## src/rtl/pattern_scan_ctrl_pkg.sv

```systemverilog
// pattern_scan_ctrl_pkg: shared state encoding, default widths and named patterns
package pattern_scan_ctrl_pkg;
  typedef enum logic [1:0] {IDLE, SHIFT, REPORT} state_t;
  localparam int DEF_WORD_W = 8;
  localparam int DEF_CNT_W = 4;
  localparam logic [2:0] PAT_010 = 3'b010;
  localparam logic [2:0] PAT_101 = 3'b101;
endpackage

```

## src/rtl/pattern_scan_ctrl_if.sv

```systemverilog
// pattern_scan_ctrl_if: requester, pattern and result handshake bundle
interface pattern_scan_ctrl_if
  import pattern_scan_ctrl_pkg::*;
#(
  parameter int WORD_W = DEF_WORD_W,
  parameter int CNT_W = DEF_CNT_W
) ();
  logic req0_valid, req1_valid;
  logic [WORD_W-1:0] req0_data, req1_data;
  logic req0_ready, req1_ready;
  logic [2:0] pattern;
  logic res_valid;
  logic res_id;
  logic [CNT_W-1:0] res_count;
  logic res_ready;
  logic busy;
  modport master (
    output req0_valid, req1_valid, req0_data, req1_data, pattern, res_ready,
    input req0_ready, req1_ready, res_valid, res_id, res_count, busy
  );
  modport slave (
    input req0_valid, req1_valid, req0_data, req1_data, pattern, res_ready,
    output req0_ready, req1_ready, res_valid, res_id, res_count, busy
  );
endinterface

```

## src/rtl/pattern_scan_ctrl_detector.sv

```systemverilog
// pattern_detector3: Mealy 3-bit pattern matcher that ignores windows reaching into a previous word
module pattern_detector3 (
  input  logic       clock,
  input  logic       reset,
  input  logic       clear,
  input  logic       en,
  input  logic       data_bit,
  input  logic [2:0] pattern,
  output logic       match
);
  logic h1, h0;
  logic [1:0] seen;
  assign match = en && seen == 2'd2 && {h1, h0, data_bit} == pattern;
  // shift history and count bits of the current word, saturating at two
  always_ff @(posedge clock) begin
    if (reset || clear) begin
      h1 <= 1'b0;
      h0 <= 1'b0;
      seen <= 2'd0;
    end else if (en) begin
      h1 <= h0;
      h0 <= data_bit;
      seen <= seen == 2'd2 ? seen : seen + 2'd1;
    end
  end
endmodule

```

## src/rtl/pattern_scan_ctrl.sv

```systemverilog
// pattern_scan_ctrl: two-requester arbiter that counts 3-bit pattern matches per scanned word
module pattern_scan_ctrl
  import pattern_scan_ctrl_pkg::*;
#(
  parameter int WORD_W = DEF_WORD_W,
  parameter int CNT_W = DEF_CNT_W
) (
  input logic clock,
  input logic reset,
  pattern_scan_ctrl_if.slave bus
);
  localparam int BW = $clog2(WORD_W);
  state_t state;
  logic [WORD_W-1:0] sreg;
  logic [2:0] pat;
  logic [BW-1:0] bit_cnt;
  logic [CNT_W-1:0] count;
  logic id, last_grant, res_valid, busy;
  logic grant1, grant0, accept, match;
  assign grant1 = bus.req1_valid && (!bus.req0_valid || !last_grant);
  assign grant0 = bus.req0_valid && !grant1;
  assign bus.req0_ready = state == IDLE && grant0;
  assign bus.req1_ready = state == IDLE && grant1;
  assign accept = bus.req0_ready || bus.req1_ready;
  assign bus.res_valid = res_valid;
  assign bus.res_id = id;
  assign bus.res_count = count;
  assign bus.busy = busy;
  pattern_detector3 u_det (
    .clock(clock),
    .reset(reset),
    .clear(accept),
    .en(state == SHIFT),
    .data_bit(sreg[WORD_W-1]),
    .pattern(pat),
    .match(match)
  );
  // accept a word, scan it MSB first, then hold the result until taken
  always_ff @(posedge clock) begin
    if (reset) begin
      state <= IDLE;
      sreg <= '0;
      pat <= '0;
      bit_cnt <= '0;
      count <= '0;
      id <= 1'b0;
      last_grant <= 1'b1;
      res_valid <= 1'b0;
      busy <= 1'b0;
    end else begin
      case (state)
        IDLE: if (accept) begin
          sreg <= grant1 ? bus.req1_data : bus.req0_data;
          pat <= bus.pattern;
          id <= grant1;
          bit_cnt <= '0;
          count <= '0;
          busy <= 1'b1;
          state <= SHIFT;
        end
        SHIFT: begin
          sreg <= sreg << 1;
          bit_cnt <= bit_cnt + BW'(1);
          count <= count + CNT_W'(match);
          if (bit_cnt == BW'(WORD_W - 1)) begin
            res_valid <= 1'b1;
            state <= REPORT;
          end
        end
        REPORT: if (bus.res_ready) begin
          res_valid <= 1'b0;
          busy <= 1'b0;
          last_grant <= id;
          state <= IDLE;
        end
        default: state <= IDLE;
      endcase
    end
  end
endmodule

```

## src/flat_wrapper.sv

```systemverilog
// flat-port wrapper written by rule: the top's interface ports become plain ports
module pattern_scan_ctrl_flat import pattern_scan_ctrl_pkg::*;
#(
  parameter int WORD_W = DEF_WORD_W,
  parameter int CNT_W = DEF_CNT_W
)
  (clock, reset, bus_req0_valid, bus_req1_valid, bus_req0_data, bus_req1_data, bus_pattern, bus_res_ready, bus_req0_ready, bus_req1_ready, bus_res_valid, bus_res_id, bus_res_count, bus_busy);
  pattern_scan_ctrl_if #(.WORD_W(WORD_W), .CNT_W(CNT_W)) bus_i ();
  input logic clock;
  input logic reset;
  input wire logic [$bits(bus_i.req0_valid)-1:0] bus_req0_valid;
  input wire logic [$bits(bus_i.req1_valid)-1:0] bus_req1_valid;
  input wire logic [$bits(bus_i.req0_data)-1:0] bus_req0_data;
  input wire logic [$bits(bus_i.req1_data)-1:0] bus_req1_data;
  input wire logic [$bits(bus_i.pattern)-1:0] bus_pattern;
  input wire logic [$bits(bus_i.res_ready)-1:0] bus_res_ready;
  output wire logic [$bits(bus_i.req0_ready)-1:0] bus_req0_ready;
  output wire logic [$bits(bus_i.req1_ready)-1:0] bus_req1_ready;
  output wire logic [$bits(bus_i.res_valid)-1:0] bus_res_valid;
  output wire logic [$bits(bus_i.res_id)-1:0] bus_res_id;
  output wire logic [$bits(bus_i.res_count)-1:0] bus_res_count;
  output wire logic [$bits(bus_i.busy)-1:0] bus_busy;
  assign bus_i.req0_valid = bus_req0_valid;
  assign bus_i.req1_valid = bus_req1_valid;
  assign bus_i.req0_data = bus_req0_data;
  assign bus_i.req1_data = bus_req1_data;
  assign bus_i.pattern = bus_pattern;
  assign bus_i.res_ready = bus_res_ready;
  assign bus_req0_ready = bus_i.req0_ready;
  assign bus_req1_ready = bus_i.req1_ready;
  assign bus_res_valid = bus_i.res_valid;
  assign bus_res_id = bus_i.res_id;
  assign bus_res_count = bus_i.res_count;
  assign bus_busy = bus_i.busy;
  pattern_scan_ctrl #(.WORD_W(WORD_W), .CNT_W(CNT_W)) u_core (.clock(clock), .reset(reset), .bus(bus_i));
endmodule
```

## config.mk

```make
export PLATFORM = sky130hd
export DESIGN_NAME = pattern_scan_ctrl_flat
export DESIGN_NICKNAME = d
export VERILOG_FILES = /design/src/rtl/pattern_scan_ctrl_pkg.sv /design/src/rtl/pattern_scan_ctrl_if.sv /design/src/rtl/pattern_scan_ctrl_detector.sv /design/src/rtl/pattern_scan_ctrl.sv /design/src/flat_wrapper.sv
export SDC_FILE = /design/constraint.sdc
export NUM_CORES = 1
export LEC_CHECK = 0
export CORE_ASPECT_RATIO = 0.5
export CORE_UTILIZATION = 48
export CTS_CLUSTER_DIAMETER = 150
export DETAILED_ROUTE_END_ITERATION = 8
export GPL_ROUTABILITY_DRIVEN = 0
export HOLD_SLACK_MARGIN = 0.12
export PLACE_DENSITY = 0.77
export RECOVER_POWER = 50
export SKIP_CTS_REPAIR_TIMING = 1
export SLEW_MARGIN = 20
export SYNTH_ARGS = -nofsm -noshare
export SYNTH_HDL_FRONTEND = slang
export SYNTH_SLANG_ARGS = --single-unit
```

## constraint.sdc

```tcl
create_clock -name clock -period 3.5 [get_ports clock]
set_clock_uncertainty 0.15 [all_clocks]
set_input_delay 0.7 -clock clock [delete_from_list [all_inputs] [get_ports clock]]
set_output_delay 0.7 -clock clock [all_outputs]
set_load 0.02 [all_outputs]
```

---- Word level (Yosys, flattened, before mapping) ----
Cells that the tools add are included.
storage, ports and cells
  flip-flop bits (word level) ............. 28
  output and inout bits ................... 9
  logic and storage cells ................. 63
operators by class
  add/subtract/negate cells ............... 3
  equal/unequal tests ..................... 8
  muxes and demuxes ....................... 16
  bitwise operators ....................... 1
  reductions and logical operators ........ 23
operator list
  cell                                                                   number
  8-bit 2-to-1 mux                                                       2
  8-bit case mux with 2 select lines                                     1
  3-bit AND reduction                                                    3
  4-bit case mux with 2 select lines                                     1
  2-bit AND reduction                                                    4
  1-bit logical AND                                                      6
  2-bit 2-to-1 mux                                                       3
  2-bit case mux with 3 select lines                                     1
  3-bit case mux with 2 select lines                                     1
  2-bit nonzero test                                                     3
  4-bit by 1-bit adder with 4-bit output                                 1
  2-bit equality test, second input constant                             2
  4-bit 2-to-1 mux                                                       1
  2-bit != test, second input constant                                   2
  1-bit case mux with 2 select lines                                     2
  3-bit by 1-bit adder with 3-bit output, second input constant          1
  3-bit equality test                                                    1
  3-bit equality test, second input constant                             1
  1-bit logical NOT                                                      3
  1-bit logical OR                                                       3
  1-bit 2-to-1 mux                                                       3
  3-bit 2-to-1 mux                                                       1
  2-bit by 1-bit adder with 2-bit output, second input constant          1
  2-bit by 1-bit equality test with 1-bit output, second input constant  1
  3 further kinds                                                        3

---- Depth between registers and ports, before layout ----
Gate-level depths: netlist (run 1).
  word-level depth ........................ 9
  mapped depth ............................ 10
  depth with buffers taken out ............ 9

---- Modules after synthesis ----
Synthesis (run 1) repeated with hierarchy kept, for this count alone.
second synthesis, totals
  cells, all modules ...................... 167
  area, all modules ....................... 1408.9 µm²
modules (own cells, without submodules)
  module             times used  cells each  area an instance (µm²)  seq. area each (µm²)
  pattern_scan_ctrl  1           147         1204.9                  480.5
  pattern_detector3  1           20          203.9                   80.1

---- Least setup slack after synthesis (run 1) ----
No wires, ideal clock.
  kind .................................... input port to output port
  start point ............................. in bus_req1_valid
  end point ............................... out bus_req1_ready
  data arrival time ....................... 1419 ps
  setup slack ............................. 1231 ps
  stages .................................. 3
  buffers on the path ..................... 1
  cells stage by stage .................... a21boi_2 buf_2 and2_1
on the way
  cells in the longest elaborated chain, start to end .. 2
ends and longest elaborated chain
  item                line                     text
  start: declaration  flat_wrapper.sv:12       input wire logic [$bits(bus_i.req1_valid)-1:0] bus_req1_valid;
  1-bit logical AND   pattern_scan_ctrl.sv:20  assign grant1 = bus.req1_valid && (!bus.req0_valid || !last_grant);
  1-bit logical AND   pattern_scan_ctrl.sv:23  assign bus.req1_ready = state == IDLE && grant1;
  end: declaration    flat_wrapper.sv:18       output wire logic [$bits(bus_i.req1_ready)-1:0] bus_req1_ready;
Every way passes these cells.

---- Final worst setup path (run 1) ----
Same ends and word-level chain as after synthesis.

==> impl_metrics.py, run 1 <==
metrics = {
    "status": {
        "status": "finished clean",
    },
    "critical_path": {
        "crit_chain": "dlygate4sd3_1, a21boi_2, and2_1, clkdlybuf4s50_1",
        "path_buf_inv": 2,
        "required_ns": 2.65,
        "path_class": "input port to output pin",
        "setup.worst_path.end_class": "output pin",
        "cp_data_arrival_time_ns": 2.27,
        "cp_slowest_stage_delay_ns": 0.61,
        "startpoint_type": "input port",
        "crit_path_max_fanout": 3,
        "cpLargestDelayFamily": "buffers and inverters",
        "slowest_stage": "clkdlybuf4s50_1",
    },
    "timing": {
        "finalHoldViolations": 0,
        "hold_ws_ns": 0.321,
        "worstMarginPinSlew_ns": 0.798,
        "period_needed_ns": 3.12,
        "rsz0062_at_grt": "no",
        "slew_violations": 0,
        "max_slew_margin": 0.468,
        "timing.final.crit_share": 0.892,
        "setup_viol": 0,
        "fin_setup_tns_ns": 0,
        "fmax_ghz": 0.320,
    },
    "yosys": {
        "yosysTopAreaCellShare": 0.423,
        "yosys.area.top_type": "dfxtp_1",
        "syn_nets": 185,
        "syn_inst": 156,
        "syn_area_per_cell_um2": 8.49,
        "yosys_warnings": 0,
        "synth_area_um2": 1320,
        "ys_seq_area_frac": 0.423,
        "synth_area_leaders": "dfxtp_1, nor2_1, ha_1",
        "ys_ff_latch": 28,
        "ys_types": 33,
    },
    "clock_network": {
        "cts_buffers": 3,
        "cts_root_buffer": "clkbuf_8",
        "clock_path_buffers": 2,
        "cts_tree": "yes",
        "cts_max_level": 1,
        "path_clk_slew_ns": 0.09,
        "worstSkewPairLatency_ns": 0.27,
        "clkSinkCount": 28,
    },
    "grt": {
        "grt_usage": 0.204,
        "grt_overflow": 0,
        "grt_pass1_vias": 1015,
        "antenna_found_initial": 0,
        "grt_pass1_wl_mm": 4.55,
        "grt_max_degree": 21,
    },
    "final_layout": {
        "antenna_cells": 0,
        "drive_above_1_share": 0.0380,
        "fin_area_um2": 1700,
        "area_delta_synth_final_pct": 28.4,
        "fin_nets": 215,
        "regArea_um2": 561,
        "multiInputGateArea_um2": 691,
        "fill_cells": 245,
    },
    "die": {
        "die_w_um": 76.3,
        "start_util": 0.509,
        "rows": 13,
        "die_h_um": 39.1,
        "core_area_um2": 2600,
        "die_area_um2": 2980,
        "num_io_pins": 33,
    },
    "worst_hold_path": {
        "hold_path.class": "flip-flop to flip-flop",
    },
    "placed_design": {
        "numPortBuffers": 32,
        "dpl_cell_area_um2": 1670,
        "hpwlAfterDp_mm": 1.99,
    },
    "power_and_ir_drop": {
        "leakage_nw": 0.648,
        "power_density_nw_per_um2": 369,
        "vdd.ir_drop.worst_uv": 223,
    },
    "flow_run": {
        "cap_violations": 0,
    },
    "route": {
        "finalWirelength_mm": 2.79,
        "postRouteAntennaNets": 0,
        "drc": 0,
        "drt_pass1_iterations": 4,
        "drtIter0Drc": 40,
        "wl_per_cell_um": 12.6,
        "vias_per_cell": 5.22,
        "vias": 1153,
    },
}
==> final timing paths <==
check	start	end	slack, ns	cells past startpoint
setup / recovery	bus_req1_valid	bus_req1_ready	0.38	4
hold / removal	u_core.sreg[2]	u_core.sreg[2]	0.32	1
setup reg to reg	u_core.state[0]	u_core.bus.res_count[3]	1.48	5
hold reg to reg	u_core.sreg[2]	u_core.sreg[2]	0.32	1
==> per-layer routing <==
layer  vias up  wire, um  GRT usage
met1       532      1430      0.250
met4         0         8     0.0577
met5         -         0          0
met3         2        73     0.0565
met2        15      1270      0.365
li1        604         -          -
==> state kept, by name (all words and copies together) (netlist names) <==
name                  cells
u_core.sreg               8
u_core.bus.res_count      4
u_core.bit_cnt            3
u_core.pat                3
u_core.state              2
u_core.u_det.seen         2
u_core.bus.busy           1
u_core.bus.res_id         1
u_core.bus.res_valid      1
u_core.last_grant         1
u_core.u_det.h0           1
u_core.u_det.h1           1
==> final cells by class <==
type	count	share of cell area
Timing Repair Buffer	36	0.204
Clock buffer	3	0.0243
Inverter	4	0.00883
Sequential cell	28	0.330
Multi-Input combinational cell	113	0.406
Tap cell	37	0.0272
==> through the flow <==
step | instances | setup slack, ns | util | power (mW)
final | 221 | 0.377 | 0.653 | 0.628
after global routing | 221 | 0.322 | 0.653 | 0.666
after CTS | 221 | 0.439 | 0.657 | 0.639
after detailed placement | 218 | 0.444 | 0.641 | 0.467
after global placement | 218 | 0.492 | 0.641 | 0.464
after floorplan | 156 | 1.23 | - | 0.419
==> synth_stat cells <==
| library cell | number |
|---|---|
| nor2_1 | 26 |
| nor3_1 | 4 |
| a21boi_2 | 1 |
| nand2b_1 | 8 |
| buf_2 | 6 |
| clkbuf_1 | 3 |
| and2_1 | 1 |
| inv_1 | 4 |
| a22o_1 | 1 |
| nor3b_1 | 1 |
| nor3_2 | 1 |
| o21ai_1 | 12 |
| buf_1 | 1 |
| a21oi_1 | 9 |
| o22ai_1 | 1 |
| nor2b_1 | 2 |
| or2_1 | 2 |
| mux2i_1 | 4 |
| xnor2_1 | 3 |
| a2111oi_0 | 1 |
| buf_4 | 1 |
| or3_1 | 1 |
| o21bai_1 | 1 |
| a211oi_1 | 4 |
| nand2_1 | 7 |
| o21ai_0 | 3 |
| a22oi_1 | 4 |
| a32o_1 | 6 |
| o21a_1 | 1 |
| xor2_1 | 2 |
| ha_1 | 5 |
| dfxtp_1 | 28 |
| nand3_1 | 2 |
==> layout by cell type (no fill, tap or decap), types with 2 or more instances in the layout <==
master and n:
or2_0 2, mux2i_1 4, a21oi_1 9, a32o_1 6
dfxtp_1 28, a211oi_1 4, a22oi_1 4, nand2_1 7
nor3_1 5, nor2b_1 2, xor2_1 2, clkdlybuf4s50_1 30
nand2b_1 8, o21ai_0 3, nand3_1 2, o21ai_1 12
nor2_1 26, clkbuf_8 3, buf_4 3, ha_1 5
dlygate4sd3_1 2, xnor2_1 3, inv_1 4
==> report_power, final <==
group	internal [mW]	switching, mW
sequential	0.336	0.0103
combinational	0.0598	0.0522
clock	0.0772	0.0931
total	0.473	0.156
==> cell families after synthesis <==
family          share of synthesized area
simple gates                        0.196
compound gates                      0.219
flops                               0.423
buf+inv                            0.0510
xor+xnor                           0.0331
fa+ha+maj                          0.0473
mux                                0.0302
(Power assumes the default switching activity.)
==> inputs of run 2 (changes only) <==
--- a/config.mk
+++ b/config.mk
@@ -11,10 +11,11 @@
 export DETAILED_ROUTE_END_ITERATION = 8
 export GPL_ROUTABILITY_DRIVEN = 0
 export HOLD_SLACK_MARGIN = 0.12
-export PLACE_DENSITY = 0.77
+export PLACE_DENSITY = 0.76
 export RECOVER_POWER = 50
 export SKIP_CTS_REPAIR_TIMING = 1
 export SLEW_MARGIN = 20
 export SYNTH_ARGS = -nofsm -noshare
 export SYNTH_HDL_FRONTEND = slang
+export SYNTH_HIERARCHICAL = 1
 export SYNTH_SLANG_ARGS = --single-unit
==> run 2 against run 1 <==
  * First-iteration DRC count grew 90%
  * Design area grew 6.0%
  * Clock-buffer cell count grew 1
  * Via count grew 12%
  * Cell count is 5.9% higher
  * Sequential share of layout area fell by 1.9 points
  * Global-route usage rose by 0.71 points
  * Critical path type unchanged
  * Critical endpoint is now bus_req0_ready
  * Largest cell class unchanged
  * Largest power group unchanged
==> impl_metrics.py, run 2 <==
metrics = {
    "status": {
        "status": "finished clean",
    },
    "timing": {
        "rsz0062_at_grt": "no",
        "max_slew_margin": 0.332,
        "timing.final.crit_share": 0.946,
        "period_needed_ns": 3.31,
        "fin_setup_tns_ns": 0,
        "fmax_ghz": 0.302,
        "setup_viol": 0,
        "slew_violations": 0,
        "finalHoldViolations": 0,
        "worstMarginPinSlew_ns": 1.00,
    },
    "route": {
        "finalWirelength_mm": 3.23,
        "drt_pass1_iterations": 4,
        "drc": 0,
        "wl_met1_mm": 1.58,
        "wl_per_cell_um": 13.8,
        "wl_met3_um": 182,
        "wl_met2_mm": 1.44,
        "postRouteAntennaNets": 0,
        "drtIter0Drc": 76,
        "top_layer": "met4",
        "vias_per_cell": 5.50,
        "vias": 1286,
    },
    "critical_path": {
        "cpLargestDelayFamily": "buffers and inverters",
        "setup.worst_path.end_class": "output pin",
        "crit_path_max_fanout": 7,
        "path_class": "input port to output pin",
        "critPathMostFrequentCell": "clkdlybuf4s50_1",
        "path_buf_inv": 2,
        "r2r_slack_ns": 0.88,
        "crit_chain": "clkdlybuf4s50_1, or3b_1, nor2_1, clkdlybuf4s50_1",
        "cp.depth": 4,
        "r2r_end": "u_core/bus.res_count[3]",
        "slowest_stage": "clkdlybuf4s50_1",
        "r2r-start": "u_core/state[0]",
        "cp_slowest_stage_delay_ns": 0.64,
        "setup.worst_path.start": "bus_req0_valid",
        "startpoint_type": "input port",
        "required_ns": 2.65,
        "cp_data_arrival_time_ns": 2.46,
        "crit_end": "bus_req0_ready",
        "reg2reg_depth": 8,
    },
    "clock_network": {
        "clkSinkCount": 28,
        "worstSkewPairLatency_ns": 0.27,
        "cts_buffers": 3,
        "clock_path_buffers": 2,
        "cts_max_level": 1,
        "cts_tree": "yes",
        "path_clk_slew_ns": 0.09,
        "cts_root_buffer": "clkbuf_8",
    },
    "power_and_ir_drop": {
        "power_switching_uw": 179,
        "swShare": 0.261,
        "vdd.ir_drop.worst_uv": 252,
        "p_seq_frac": 0.518,
        "power_density_nw_per_um2": 380,
        "power.total_uw": 684,
        "p_clk_frac": 0.290,
        "internal_power_uw": 505,
        "leakage_nw": 0.710,
        "comb_power_share": 0.193,
    },
    "yosys": {
        "ys_seq_area_frac": 0.398,
        "yosys_warnings": 6,
        "ys.flop_type": "dfxtp_1",
        "yosysMostFrequentCell": "dfxtp_1",
        "syn_nets": 196,
        "synthMuxAreaShare": 0.0213,
        "synth_edf_count": 0,
        "ys_ff_latch": 28,
        "synth_compound_area_frac": 0.182,
        "synthTopCellsByCount": "dfxtp_1, nor3_1, nand3_1, nor2_1, a21oi_1",
        "synth_area_leaders": "dfxtp_1, nor3_1, ha_1",
        "yosysTopAreaCellShare": 0.398,
        "synth_top_family_by_area": "simple AND/OR/NAND/NOR gates",
        "syn_inst": 167,
        "synth_adder_area_share": 0.0444,
        "synth_xor_area_frac": 0.0311,
        "yosys.area_share.simple": 0.268,
        "ys_async_sr_fraction": 0,
        "synth_area_um2": 1410,
        "yosys.area.top_type": "dfxtp_1",
        "ys_types": 36,
        "syn_area_per_cell_um2": 8.44,
    },
    "flow_run": {
        "cap_violations": 0,
    },
    "grt": {
        "antenna_found_initial": 0,
        "grt_pass1_wl_mm": 4.89,
        "grt_pass1_vias": 1052,
        "grt_usage": 0.212,
        "grt_overflow": 0,
        "grt_max_degree": 25,
    },
    "final_layout": {
        "antenna_cells": 0,
        "layout_common_cells": "dfxtp_1, clkdlybuf4s50_1, nor3_1",
        "final_common_cell": "dfxtp_1",
        "fin_util": 0.671,
        "area_delta_synth_final_pct": 27.9,
        "drive_above_1_share": 0.0761,
        "largest_reg_flops": 8,
        "fin_nets": 227,
        "top_register": "u_core/sreg",
    },
    "die": {
        "die_h_um": 40.3,
        "rows": 13,
        "core_area_um2": 2680,
        "die_area_um2": 3170,
        "num_io_pins": 33,
        "die_w_um": 78.6,
        "start_util": 0.525,
    },
    "worst_hold_path": {
        "hold_path.class": "flip-flop to flip-flop",
    },
    "placed_design": {
        "hpwlAfterDp_mm": 2.26,
        "numPortBuffers": 32,
    },
}
==> run 2: power groups by stage <==
stage | clock network [mW] | logic, mW | registers (mW)
final | 0.198 | 0.132 | 0.354
after global placement | 0 | 0.130 | 0.360
after global routing | 0.212 | 0.144 | 0.357
after detailed placement | 0 | 0.132 | 0.361
after CTS | 0.203 | 0.134 | 0.354
after floorplan | 0 | 0.0833 | 0.357
==> run 2: per-stage QoR <==
| step | hold slack (ns) | std cells | cell area [um2] | worst slack, ns |
|---|---|---|---|---|
| after floorplan | 0.279 | 167 | 1410 | 1.30 |
| after global placement | 0.290 | 230 | 1750 | 0.297 |
| after detailed placement | 0.296 | 230 | 1750 | 0.195 |
| after CTS | 0.311 | 234 | 1810 | 0.176 |
| after global routing | 0.328 | 234 | 1800 | 0.122 |
| final | 0.306 | 234 | 1800 | 0.189 |
==> run 2: area by class of cell <==
class | instances | area [um2]
multi-input cells | 121 | 771
flip-flops and latches | 28 | 561
repair buffers | 34 | 332
clock buffers | 4 | 55.1
well taps | 37 | 46.3
inverters | 10 | 37.5
fillers | 248 | 882
==> run 2: worst min path at each step <==
stage                              start             end  slack [ns]  depth (start not counted)
after floorplan           u_core/sreg[3]  u_core/sreg[3]        0.28                          2
after global placement    u_core/sreg[1]  u_core/sreg[1]        0.29                          2
after detailed placement  u_core/sreg[5]  u_core/sreg[5]        0.30                          2
after CTS                 u_core/sreg[5]  u_core/sreg[5]        0.31                          2
after global routing      u_core/sreg[2]  u_core/sreg[2]        0.33                          2
final                     u_core/sreg[4]  u_core/sreg[4]        0.31                          2
==> run 2: cells by family after synthesis <==
kind of cell | Yosys count
buf+inv | 18
mux | 3
simple gates | 72
compound gates | 36
xor+xnor | 5
flops | 28
fa+ha+maj | 5
==> run 2: tightest hold or removal path, delay by kind of cell (launching register included) <==
kind	cells	cell delay, ns
buffers and inverters	1	0.04
AO/OA/AOI/OAI	1	0.05
flip-flops	1	0.31
==> run 2: layer usage <==
metal / up-vias / GRT usage
met5: - / 0
met2: 41 / 0.341
met1: 583 / 0.286
met3: 7 / 0.0591
li1: 655 / -
met4: 0 / 0.0509
==> inputs of run 3 (changes only) <==
--- a/config.mk
+++ b/config.mk
@@ -19,3 +19,4 @@
 export SYNTH_HDL_FRONTEND = slang
 export SYNTH_HIERARCHICAL = 1
 export SYNTH_SLANG_ARGS = --single-unit
+export TNS_END_PERCENT = 5
==> results of run 3 <==
The final DEF is identical to that of run 2; final timing and power are the same.
